### config.mk
export PLATFORM = sky130hd
export DESIGN_NAME = keypad_scanner
export DESIGN_NICKNAME = d
export VERILOG_FILES = /design/src/rtl/keypad_scanner.sv
export SDC_FILE = /design/constraint.sdc
export NUM_CORES = 1
export LEC_CHECK = 0
export CORE_MARGIN = 2
export CORE_UTILIZATION = 60
export CTS_CLUSTER_DIAMETER = 40
export DETAILED_ROUTE_END_ITERATION = 8
export GPL_ROUTABILITY_DRIVEN = 0
export PLACE_DENSITY_LB_ADDON = 0.2
export SYNTH_ARGS = -nofsm -noshare
export SYNTH_HDL_FRONTEND = slang
export SYNTH_SLANG_ARGS = --single-unit
### constraint.sdc
create_clock -name clk -period 7.3 [get_ports clk]
set_clock_uncertainty 0.2 [all_clocks]
set_input_delay 0.73 -clock clk [delete_from_list [all_inputs] [get_ports clk]]
set_output_delay 0.73 -clock clk [all_outputs]
set_load 0.01 [all_outputs]
### src/rtl/keypad_scanner.sv
`timescale 1ns/1ps
// keypad_scanner: 3-column x 4-row matrix keypad scanner with frame-based
// debounce. Drives one column at a time, assembles a 12-bit frame of key
// bits (index row*3+col) and debounces whole frames into a one-hot key bus,
// a key code and a one-cycle press strobe.
// Optional auto-repeat of the press strobe is compiled in when the macro
// KEYPAD_REPEAT_EN is defined.
module keypad_scanner #(
    parameter int SCAN_DIV        = 25000,
    parameter int DEBOUNCE_FRAMES = 4,
    parameter int REPEAT_DELAY    = 200,
    parameter int REPEAT_RATE     = 40
) (
    input  logic        clk,
    input  logic        rst,
    input  logic [3:0]  key_row,
    output logic [2:0]  key_col,
    output logic [11:0] key_data,
    output logic [3:0]  key_code,
    output logic        key_valid,
    output logic        key_press
);

    localparam int DIV_W = (SCAN_DIV > 2) ? $clog2(SCAN_DIV) : 1;
    localparam int CNT_W = $clog2(DEBOUNCE_FRAMES + 1);
    localparam logic [DIV_W-1:0] DIV_LAST = DIV_W'(SCAN_DIV - 1);
    localparam logic [CNT_W-1:0] DEB_N    = CNT_W'(DEBOUNCE_FRAMES);

    // Reject parameter values the counters cannot represent sensibly.
    if (SCAN_DIV < 2 || DEBOUNCE_FRAMES < 2 || REPEAT_DELAY < 1 || REPEAT_RATE < 1) begin : g_bad_params
        $error("keypad_scanner: illegal parameter value");
    end

    typedef enum logic [1:0] {S_IDLE, S_PRESS_WAIT, S_HELD} state_t;

    logic [DIV_W-1:0] div_q;
    logic [1:0]       col_q;
    logic [2:0]       col_oh_q;
    logic [11:0]      frame_q;
    logic [11:0]      frame_full;
    logic             sample;
    logic             frame_done;

    state_t           state_q, state_d;
    logic [CNT_W-1:0] cnt_q, cnt_d;
    logic [3:0]       cand_q, cand_d;
    logic [11:0]      data_q, data_d;
    logic [3:0]       code_q, code_d;
    logic             valid_q, valid_d;
    logic             press_q, press_d;

    logic [1:0]       n_hits;
    logic [3:0]       hit_idx;
    logic             is_key;

    assign sample     = (div_q == DIV_LAST);
    assign frame_done = sample && (col_q == 2'd2);

    // Frame as it would look after this cycle's row sample: bits of the
    // current column come from the row lines, the rest from the frame register.
    for (genvar gi = 0; gi < 12; gi++) begin : g_frame_bit
        assign frame_full[gi] = (col_q == 2'(gi % 3)) ? key_row[gi / 3] : frame_q[gi];
    end

    // Scan divider, column rotation and frame accumulation.
    always_ff @(posedge clk) begin
        if (rst) begin
            div_q    <= '0;
            col_q    <= 2'd0;
            col_oh_q <= 3'b001;
            frame_q  <= '0;
        end else if (sample) begin
            div_q <= '0;
            if (col_q == 2'd2) begin
                col_q    <= 2'd0;
                col_oh_q <= 3'b001;
                frame_q  <= '0;
            end else begin
                col_q    <= col_q + 2'd1;
                col_oh_q <= {col_oh_q[1:0], 1'b0};
                frame_q  <= frame_full;
            end
        end else begin
            div_q <= div_q + DIV_W'(1);
        end
    end

    // Classify the completed frame: none, exactly one key, or several.
    always_comb begin
        n_hits  = 2'd0;
        hit_idx = 4'd0;
        for (int i = 0; i < 12; i++) begin
            if (frame_full[i]) begin
                hit_idx = 4'(i);
                if (n_hits != 2'd2) n_hits = n_hits + 2'd1;
            end
        end
    end
    assign is_key = (n_hits == 2'd1);

`ifdef KEYPAD_REPEAT_EN
    localparam int REP_MAX = (REPEAT_DELAY > REPEAT_RATE) ? REPEAT_DELAY : REPEAT_RATE;
    localparam int REP_W   = $clog2(REP_MAX + 1);
    logic [REP_W-1:0] rep_cnt_q, rep_cnt_d;
    logic             rep_armed_q, rep_armed_d;
`endif

    // Debounce state register and registered outputs.
    always_ff @(posedge clk) begin
        if (rst) begin
            state_q <= S_IDLE;
            cnt_q   <= '0;
            cand_q  <= 4'd0;
            data_q  <= '0;
            code_q  <= 4'd0;
            valid_q <= 1'b0;
            press_q <= 1'b0;
`ifdef KEYPAD_REPEAT_EN
            rep_cnt_q   <= '0;
            rep_armed_q <= 1'b0;
`endif
        end else begin
            state_q <= state_d;
            cnt_q   <= cnt_d;
            cand_q  <= cand_d;
            data_q  <= data_d;
            code_q  <= code_d;
            valid_q <= valid_d;
            press_q <= press_d;
`ifdef KEYPAD_REPEAT_EN
            rep_cnt_q   <= rep_cnt_d;
            rep_armed_q <= rep_armed_d;
`endif
        end
    end

    // Debounce next-state logic, evaluated once per completed frame.
    always_comb begin
        state_d = state_q;
        cnt_d   = cnt_q;
        cand_d  = cand_q;
        data_d  = data_q;
        code_d  = code_q;
        valid_d = valid_q;
        press_d = 1'b0;
`ifdef KEYPAD_REPEAT_EN
        rep_cnt_d   = rep_cnt_q;
        rep_armed_d = rep_armed_q;
`endif
        if (frame_done) begin
            case (state_q)
                S_IDLE: begin
                    if (is_key) begin
                        cand_d  = hit_idx;
                        cnt_d   = CNT_W'(1);
                        state_d = S_PRESS_WAIT;
                    end
                end
                S_PRESS_WAIT: begin
                    if (is_key && hit_idx == cand_q) begin
                        if (cnt_q + CNT_W'(1) == DEB_N) begin
                            state_d = S_HELD;
                            cnt_d   = '0;
                            data_d  = 12'd1 << cand_q;
                            code_d  = cand_q;
                            valid_d = 1'b1;
                            press_d = 1'b1;
`ifdef KEYPAD_REPEAT_EN
                            rep_cnt_d   = '0;
                            rep_armed_d = 1'b0;
`endif
                        end else begin
                            cnt_d = cnt_q + CNT_W'(1);
                        end
                    end else if (is_key) begin
                        cand_d = hit_idx;
                        cnt_d  = CNT_W'(1);
                    end else begin
                        state_d = S_IDLE;
                        cnt_d   = '0;
                    end
                end
                S_HELD: begin
                    if (frame_full[cand_q]) begin
                        cnt_d = '0;
`ifdef KEYPAD_REPEAT_EN
                        // First repeat after REPEAT_DELAY present frames,
                        // then one every REPEAT_RATE present frames.
                        if (rep_cnt_q + REP_W'(1) ==
                            (rep_armed_q ? REP_W'(REPEAT_RATE) : REP_W'(REPEAT_DELAY))) begin
                            press_d     = 1'b1;
                            rep_cnt_d   = '0;
                            rep_armed_d = 1'b1;
                        end else begin
                            rep_cnt_d = rep_cnt_q + REP_W'(1);
                        end
`endif
                    end else if (cnt_q + CNT_W'(1) == DEB_N) begin
                        state_d = S_IDLE;
                        cnt_d   = '0;
                        data_d  = '0;
                        code_d  = 4'd0;
                        valid_d = 1'b0;
`ifdef KEYPAD_REPEAT_EN
                        rep_cnt_d   = '0;
                        rep_armed_d = 1'b0;
`endif
                    end else begin
                        cnt_d = cnt_q + CNT_W'(1);
                    end
                end
                default: begin
                    state_d = S_IDLE;
                    cnt_d   = '0;
                end
            endcase
        end
    end

    assign key_col   = col_oh_q;
    assign key_data  = data_q;
    assign key_code  = code_q;
    assign key_valid = valid_q;
    assign key_press = press_q;

endmodule

# Word-level counts from Yosys, hierarchy flattened
# Index checks and enable logic that the tools add are counted.
[op_classes]
n_addsub = 14
order_cmp = 1
n_eq_ne = 27
shifts = 1
n_mux = 83
bitwise_logic = 3
n_reduce_logical = 12
[op_table]
columns = ["op", "count"]
rows = [
  ["4-bit two-way mux", 16],
  ["12-bit two-way mux", 5],
  ["2-bit two-way mux", 29],
  ["2-bit inequality test (second input constant)", 17],
  ["2-bit by 1-bit adder with 2-bit output (second input constant)", 12],
  ["12-bit one-hot mux with 2 select lines", 1],
  ["1-bit two-way mux", 21],
  ["4-bit one-hot mux with 2 select lines", 2],
  ["15-bit by 1-bit adder with 15-bit output (second input constant)", 1],
  ["15-bit == test (second input constant)", 1],
  ["3-bit two-way mux", 5],
  ["6-bit AND reduction", 2],
  ["1-bit by 4-bit left shift with 12-bit output (first input constant)", 1],
  ["3-bit one-hot mux with 3 select lines", 1],
  ["2-bit by 1-bit == test with 1-bit output (second input constant)", 3],
  ["3-bit inequality test (second input constant)", 2],
  ["2-bit one-hot mux with 3 select lines", 1],
  ["4-bit by 5-bit < comparator with 1-bit output (second input constant)", 1],
  ["1-bit binary-select mux with 4-bit select", 1],
  ["2-bit == test (second input constant)", 2],
  ["4-bit == test", 1],
  ["2-bit zero test", 2],
  ["2-bit nonzero test", 2],
  ["4-bit OR reduction", 1],
  ["8 further kinds", 11],
]
[word_totals]
register_bits = 59
inputBits = 6
out_inout_bits = 21
wordCells = 152

# Logic depth before layout (Yosys ltp)
# Gate-level depths: netlist (run 1).
[logic_depth]
ltp_word = 40
ltp_mapped = 27
mapped_depth_nobuf = 23

# Worst setup path before layout (run 1)
# OpenSTA, ideal clock, no wires.
[synth_path]
kind = "flip-flop to flip-flop"
from = "reg col_q[1]"
to = "reg code_q[3] (netlist: key_code[3])"
setup_time_ns = 0.117
arrival_time_ns = 5.556
required_time_ns = 6.983
slack_ns = 1.427
stages_incl_launch_ff = 26
n_path_buf = 4
synth_period_minus_slack_ns = 5.873
path_cell_list = "dfxtp_1 -> buf_4 -> nor2_2 -> mux2i_1 -> ha_1 -> clkbuf_1 -> nor2_1 -> a21boi_2 -> nor2_1 -> a32oi_2 -> o221ai_1 -> a2bb2oi_1 -> xnor2_1 -> clkbuf_1 -> a32oi_1 -> a211oi_1 -> nand2_1 -> a21o_1 -> nand2_1 -> ha_1 -> or3b_2 -> o21ai_0 -> a21oi_1 -> o31a_2 -> buf_6 -> a22o_1"
[synth_via]
elab_chain_len = 40
elab_cells_between_ends = 80
[synth_rtl]
columns = ["item", "line", "rtl"]
rows = [
  ["start, declared", "37", "logic [1:0] col_q;"],
  ["start signal, assigned", "79", "col_q <= col_q + 2'd1;"],
  ["2-bit zero test", "62", "assign frame_full[gi] = (col_q == 2'(gi % 3)) ? key_row[gi / 3] : frame_q[gi];"],
  ["1-bit two-way mux", "62", ""],
  ["1-bit two-way mux", "93", "if (frame_full[i]) begin"],
  ["2-bit by 1-bit adder with 2-bit output or 2-bit inequality test (tied branches)", "95", "if (n_hits != 2'd2) n_hits = n_hits + 2'd1;"],
  ["2-bit two-way mux", "95", ""],
  ["2-bit two-way mux", "93", ""],
  ["2-bit by 1-bit adder with 2-bit output or 2-bit inequality test (tied branches)", "95", ""],
  ["2-bit two-way mux", "95", ""],
  ["[24 not listed]", "--", ""],
  ["2-bit two-way mux", "93", ""],
  ["2-bit by 1-bit adder with 2-bit output or 2-bit inequality test (tied branches)", "95", ""],
  ["2-bit two-way mux", "95", ""],
  ["2-bit two-way mux", "93", ""],
  ["2-bit by 1-bit == test with 1-bit output", "99", "assign is_key = (n_hits == 2'd1);"],
  ["1-bit logical AND", "160", "if (is_key && hit_idx == cand_q) begin"],
  ["2-bit inequality test (no line)", "--", ""],
  ["6-bit AND reduction (no line) (*)", "--", ""],
  ["end signal, assigned", "127", "code_q <= code_d;"],
  ["end, declared", "48", "logic [3:0] code_q, code_d;"],
]
# Every way passes the cells marked *; elsewhere a longest branch is shown, timed or not. The select of a mux whose other input is x is not followed.
# A chain may end at the register's enable or synchronous reset.

# Worst setup path after layout (run 1)
[layout_path]
from = "reg col_q[1]"
to = "reg data_q[0] (netlist: key_data[0])"
[layout_via]
elab_chain_len = 40
elab_cells_between_ends = 80
[layout_rtl]
columns = ["item", "line", "rtl"]
rows = [
  ["2-bit zero test", "62", ""],
  ["1-bit two-way mux", "62", ""],
  ["1-bit two-way mux", "93", ""],
  ["2-bit by 1-bit adder with 2-bit output or 2-bit inequality test (tied branches)", "95", ""],
  ["2-bit two-way mux", "95", ""],
  ["2-bit two-way mux", "93", ""],
  ["2-bit by 1-bit adder with 2-bit output or 2-bit inequality test (tied branches)", "95", ""],
  ["2-bit two-way mux", "95", ""],
  ["[24 not listed]", "--", ""],
  ["2-bit two-way mux", "93", ""],
  ["2-bit by 1-bit adder with 2-bit output or 2-bit inequality test (tied branches)", "95", ""],
  ["2-bit two-way mux", "95", ""],
  ["2-bit two-way mux", "93", ""],
  ["2-bit by 1-bit == test with 1-bit output", "99", ""],
  ["1-bit logical AND", "160", ""],
  ["2-bit inequality test (no line)", "--", ""],
  ["6-bit AND reduction (no line) (*)", "--", ""],
  ["end signal, assigned", "126", "data_q <= data_d;"],
  ["end, declared", "47", "logic [11:0] data_q, data_d;"],
]
# Marks and branches as above.

==> impl_metrics.tcl, run 1 <==
set metrics [dict create \
    ant_nets 0 \
    required_ns 7.34 \
    fmax_mhz 153 \
    area_growth_pct 12.2 \
    vias 4114 \
    async_flop_share_pct 0 \
    peakVddDrop_mv 0.142 \
    cts_resized 0 \
    worstMarginPinSlew_ns 1.14 \
    first_iter_violations 270 \
    syn_nets 528 \
    portBuffers 26 \
    layout_setup_ws_ns 0.778 \
    cellLeakagePower_nw 1.67 \
    combPwrFrac_pct 13.1 \
    ys_seq_area_share_pct 28.4 \
    grt_pass1_wl_mm 17.7 \
    viasPerCell 6.70 \
    r2r_cells 22 \
    grt_max_degree 19 \
    clock_sinks 59 \
    clkTransAtPathRegs_ns 0.07 \
    ys_ff_latch 59 \
    dp.cells 599 \
    period_needed_ns 6.52 \
    initial_utilization_pct 61.5 \
    slew_viol_final 0 \
    fin_crit_sh_pct 89.3 \
    dp_worst_setup_slack_ns 0.730 \
    cp-start-kind "flip-flop" \
    outcome "completed" \
    htreeDepth 3 \
    crit_fanout 17 \
    grt_antenna_before_repair 0 \
    power_density_nw_per_um2 170 \
    routedWlPerCell_um 17.3 \
    core_area_um2 6760 \
    antennaDiodeCount 0 \
    final_nets 545 \
    synth_edf_count 0 \
    end_kind "flip-flop" \
    fin_util_pct 69.0 \
    p_sw_share_pct 24.8 \
    routed_wl_mm 10.6 \
    ys_types 82 \
    switchingPower_uw 197 \
    criticalPathCategory "flip-flop to flip-flop" \
    hold_path.class "flip-flop to flip-flop" \
    postSynthAreaPerCell_um2 8.10 \
    cts_buffers 9 \
    rows 30 \
    hold_violations 0 \
    fin_cells 614 \
    maxCapViolations 0 \
    grt_overflow_total 0 \
    clkLatencyLatePin_ns 0.34 \
    grt_pass1_vias 3900 \
    fin_total_pwr_uw 794 \
    place_hpwl_mm 7.65 \
    chipWidth_um 87.2 \
    cts_buffer_depth 2 \
    dieArea_um2 7610 \
    setup_tns_ns 0 \
    root_buffer "clkbuf_8" \
    post-cts-setup-buffers 0 \
    rsz0062_at_grt "no" \
    setup_violations 0 \
    ctsHoldBuffers 0 \
    synthesis.area_um2 4160 \
    dr.pass1.iters 6 \
    drc 0 \
    syn_inst 513 \
    ios 27 \
    fp.dieH_um 87.2 \
    slew_headroom_pct 22.1 \
    synth-warning-count 0 \
    grt_usage_pct 28.6 \
    drive_gt1_share_pct 10.1 \
    hold_depth 1 \
    synthFlopType "dfxtp_1" \
    cp.arrival_ns 6.56 \
    cts_tree "yes" \
    p_int_uw 597 \
    power_frac_clock_pct 46.1 \
    p_seq_share_pct 40.8 \
]
==> power by group through the flow <==
stage / combinational (mW) / sequential (mW) / clock [mW]
after floorplan: 0.0803 / 0.331 / 0
after global placement: 0.0993 / 0.332 / 0
after detailed placement: 0.101 / 0.332 / 0
after CTS: 0.102 / 0.324 / 0.369
after global routing: 0.114 / 0.324 / 0.386
final: 0.104 / 0.324 / 0.366
==> stage by stage <==
stage          hold slack [ns]  instance area, um^2
4_1_cts                  0.264                 4660
2_1_floorplan            0.218                 4160
5_1_grt                  0.289                 4660
3_3_place_gp             0.228                 4420
6_report                 0.262                 4660
3_5_place_dp             0.248                 4420
==> routing by layer <==
layer  share of wire (%)  vias up  global-route usage (%)
met5                   0        -                       0
met4                 2.0        0                    9.79
met3                 6.5       27                    6.82
met2                  48      185                    48.6
met1                  44     1939                    35.4
li1                    -     1963                       -
==> cell type report <==
| cell class | instances | area, um^2 |
|---|---|---|
| Clock buffer | 11 | 141 |
| Timing Repair Buffer | 33 | 313 |
| Clock inverter | 4 | 98.8 |
| Sequential cell | 59 | 1180 |
| Tap cell | 80 | 100 |
| Multi-Input combinational cell | 414 | 2780 |
| Inverter | 13 | 48.8 |
| Fill cell | 563 | 2090 |
==> logic make-up after synthesis <==
| kind of cell | synth area share, % |
|---|---|
| muxes | 5.30 |
| DFF | 28.4 |
| xor gates and xnor gates | 4.84 |
| and+or+nand+nor | 24.3 |
| adders and majority gates | 2.71 |
| AOI/OAI and AO/OA | 29.7 |
| buffers and inverters | 4.72 |
==> Yosys cell counts, drive strengths merged, types with 10 or more instances <==
cell | number | area share [%]
inv | 13 | 1.2
xor2 | 12 | 2.5
a31oi | 10 | 1.7
nor3 | 13 | 1.6
nand3 | 29 | 3.5
xnor2 | 11 | 2.3
nand2 | 61 | 5.6
a22o | 10 | 2.1
a21oi | 18 | 2.4
dfxtp | 59 | 28
buf | 14 | 2.4
mux2i | 13 | 3.1
o21ai | 31 | 3.9
clkbuf | 13 | 1.2
nor2 | 51 | 4.7
==> critical path: stages (launching register included) <==
cell and delay, ns:
dfxtp_1 0.50, nor2_2 0.46, mux2i_1 0.46, ha_1 0.40, nor2_1 0.26, a21boi_2 0.23
nor2_1 0.09, a32oi_2 0.32, mux2_2 0.22, a221oi_1 0.09, a211oi_2 0.54, and4_1 0.28
a311oi_1 0.05, a211oi_1 0.30, nand2_1 0.11, a21o_1 0.18, nand2_1 0.06, ha_1 0.23
or3b_2 0.48, o21ai_0 0.18, a21oi_1 0.08, o31a_2 0.42, a22o_1 0.26
==> cells in the final DEF, fill, tap and decap left out, types with 4 or more instances in the layout <==
master / Yosys / layout
nand2_1: 59 / 59
dfxtp_1: 59 / 59
nor2_1: 50 / 50
nand3_1: 29 / 29
clkdlybuf4s50_1: 0 / 26
o21ai_0: 23 / 23
a21oi_1: 17 / 17
mux2i_1: 13 / 13
inv_1: 13 / 13
nor3_1: 13 / 13
xor2_1: 12 / 12
xnor2_1: 11 / 11
a22o_1: 10 / 10
clkbuf_8: 0 / 10
nor2b_1: 9 / 9
o211ai_1: 9 / 9
a31oi_1: 9 / 9
a32o_1: 9 / 9
ha_1: 9 / 9
and3_1: 8 / 8
a211oi_1: 7 / 7
nor4_1: 7 / 7
buf_4: 4 / 7
o21ai_1: 6 / 6
and2_1: 6 / 6
a21o_1: 5 / 5
nand4_1: 5 / 5
a311oi_1: 4 / 4
o41ai_1: 4 / 4
==> sequential cells by signal, indices dropped and copies added (netlist names) <==
register and flops:
key_data 12, key_press 1, cand_q 4, state_q 2
frame_q 12, div_q 15, key_col 3, key_valid 1
cnt_q 3, key_code 4, col_q 2
==> final timing paths <==
check,from,end,slack (ns)
max,col_q[1],key_data[0],0.78
min,div_q[0],div_q[0],0.26
max reg2reg,col_q[1],key_data[0],0.78
min reg2reg,div_q[0],div_q[0],0.26
(Power assumes the default switching activity.)
==> run 2: changes to the inputs <==
--- a/config.mk
+++ b/config.mk
@@ -6,11 +6,12 @@
 export NUM_CORES = 1
 export LEC_CHECK = 0
 export CORE_MARGIN = 2
-export CORE_UTILIZATION = 60
+export CORE_UTILIZATION = 55
 export CTS_CLUSTER_DIAMETER = 40
 export DETAILED_ROUTE_END_ITERATION = 8
 export GPL_ROUTABILITY_DRIVEN = 0
 export PLACE_DENSITY_LB_ADDON = 0.2
+export SKIP_CTS_REPAIR_TIMING = 1
 export SYNTH_ARGS = -nofsm -noshare
 export SYNTH_HDL_FRONTEND = slang
 export SYNTH_SLANG_ARGS = --single-unit
==> run 2 against run 1 <==
Against the previous run: final area shrank 0.62%; sequential power about the same; critical path depth increased by 1; maximum frequency down 2.1%; critical endpoint is now key_data[2]; sequential cell count stayed put; first-iteration DRC count fell by 13%; sequential share of layout area grew 0.16 points; wire length increased by 1.7%.
==> impl_metrics.tcl, run 2 (synthesized netlist as in run 1, its figures left out) <==
set metrics [dict create \
    outcome "completed" \
    viasPerCell 6.51 \
    crit_fanout 17 \
    dp_worst_setup_slack_ns 0.649 \
    clock_sinks 59 \
    hold_violations 0 \
    period_needed_ns 6.66 \
    fmax_mhz 150 \
    regMostFlops "div_q" \
    cp-start-kind "flip-flop" \
    ant_nets 0 \
    hold_path.class "flip-flop to flip-flop" \
    final_cell_mix "nand2_1 (59), dfxtp_1 (59), nor2_1 (50)" \
    fp.dieH_um 90.9 \
    cellLeakagePower_nw 1.65 \
    portBuffers 26 \
    required_ns 7.37 \
    grt_max_degree 19 \
    grt_pass1_wl_mm 17.8 \
    rows 31 \
    clkTransAtPathRegs_ns 0.06 \
    htreeDepth 3 \
    power_density_nw_per_um2 150 \
    routedWlPerCell_um 17.0 \
    dieArea_um2 8270 \
    cp.arrival_ns 6.73 \
    drc 0 \
    setup_tns_ns 0 \
    routed_wl_mm 10.8 \
    ios 27 \
    peakVddDrop_mv 0.117 \
    setup_violations 0 \
    cts_buffer_depth 2 \
    fill_cells 669 \
    largest_reg_flops 15 \
    clkLatencyLatePin_ns 0.33 \
    grt_usage_pct 25.6 \
    initial_utilization_pct 57.0 \
    area_growth_pct 11.5 \
    fin_crit_sh_pct 91.3 \
    drive_gt1_share_pct 10.4 \
    cts_buffers 9 \
    hold_ws_ns 0.263 \
    fin_total_pwr_uw 695 \
    chipWidth_um 90.9 \
    end_kind "flip-flop" \
    worstMarginPinSlew_ns 1.08 \
    layout_setup_ws_ns 0.636 \
    core_area_um2 7290 \
    maxCapViolations 0 \
    first_iter_violations 235 \
    slew_headroom_pct 27.6 \
    grt_antenna_before_repair 0 \
    final_nets 546 \
    vias 4131 \
    grt_overflow_total 0 \
    grt_pass1_vias 3866 \
    antennaDiodeCount 0 \
    place_hpwl_mm 7.89 \
    rsz0062_at_grt "no" \
    cts_tree "yes" \
    criticalPathCategory "flip-flop to flip-flop" \
    slew_viol_final 0 \
    root_buffer "clkbuf_8" \
    dr.pass1.iters 5 \
]
-- run 2: cell types whose count changed in the layout (fill, tap and decap cells not counted), sizes merged --
cell	delta
bufinv	-3
clkinv	+1
clkinvlp	+2
buf	+1
clkbuf	+1
-- run 2: power by group --
| group | switching (mW) | internal (mW) |
|---|---|---|
| clock network | 0.125 | 0.140 |
| registers | 0.00130 | 0.323 |
| logic | 0.0654 | 0.0392 |
-- run 2: final timing paths --
check	start	to	slack (ns)	cells past startpoint
worst min register to register	div_q[0]	div_q[0]	0.26	1
worst min-delay path	div_q[0]	div_q[0]	0.26	1
worst max-delay path	col_q[1]	key_data[2]	0.64	23
worst max register to register	col_q[1]	key_data[2]	0.64	23
-- run 2: metrics by stage --
| stage | instances | instance area (um^2) | util (%) |
|---|---|---|---|
| 6_report | 635 | 4630 | 63.6 |
| 5_1_grt | 635 | 4630 | 63.6 |
| 4_1_cts | 635 | 4630 | 63.6 |
| 3_5_place_dp | 619 | 4450 | 61.1 |
| 3_3_place_gp | 619 | 4450 | 61.1 |
| 2_1_floorplan | 513 | 4160 | - |
-- run 2: cell type report --
cell class | count | area [um^2] | share of cell area, %
sequential | 59 | 1180 | 25.5
multi-input combinational | 414 | 2780 | 60.0
inverter | 13 | 48.8 | 1.05
tap | 99 | 124 | 2.67
clock inverter | 4 | 25.0 | 0.540
clock buffer | 12 | 155 | 3.35
timing repair buffer | 34 | 320 | 6.91
-- run 2: worst max-delay path, stage by stage (launching register included) --
cell and delay, ns:
dfxtp_1 0.72, nor2b_1 0.10, buf_4 0.21, mux2i_1 0.41
ha_1 0.43, nor2_1 0.28, a21boi_2 0.23, nor2_1 0.08
a32oi_2 0.32, mux2_2 0.22, a221oi_1 0.08, a211oi_2 0.58
and4_1 0.29, a311oi_1 0.05, a211oi_1 0.29, nand2_1 0.12
a21o_1 0.19, nand2_1 0.06, ha_1 0.23, or3b_2 0.48
nand2_1 0.09, o221ai_2 0.25, nor4_2 0.48, a22o_1 0.19
-- run 2: layer usage --
layer	share of wire [%]	track usage, %	routed length [um]	vias up
met5	0	0	0	-
met4	0.96	7.95	104	0
met3	6.2	4.32	673	15
met2	50	46.1	5440	172
met1	42	31.1	4580	1964
li1	-	-	-	1980
==> run 3: changes to the inputs <==
--- a/config.mk
+++ b/config.mk
@@ -5,6 +5,7 @@
 export SDC_FILE = /design/constraint.sdc
 export NUM_CORES = 1
 export LEC_CHECK = 0
+export ABC_CLOCK_PERIOD_IN_PS = 7300
 export CORE_MARGIN = 2
 export CORE_UTILIZATION = 55
 export CTS_CLUSTER_DIAMETER = 40
==> constraint.sdc (replaced) <==
create_clock -name clk -period 7.3 [get_ports clk]
set_clock_uncertainty 0.2 [all_clocks]
set_input_delay 0.73 -clock clk [delete_from_list [all_inputs] [get_ports clk]]
set_output_delay 0.73 -clock clk [all_outputs]
set_load 0.02 [all_outputs]
==> results of run 3 <==
The final DEF is identical to that of run 2; final timing and power are the same.
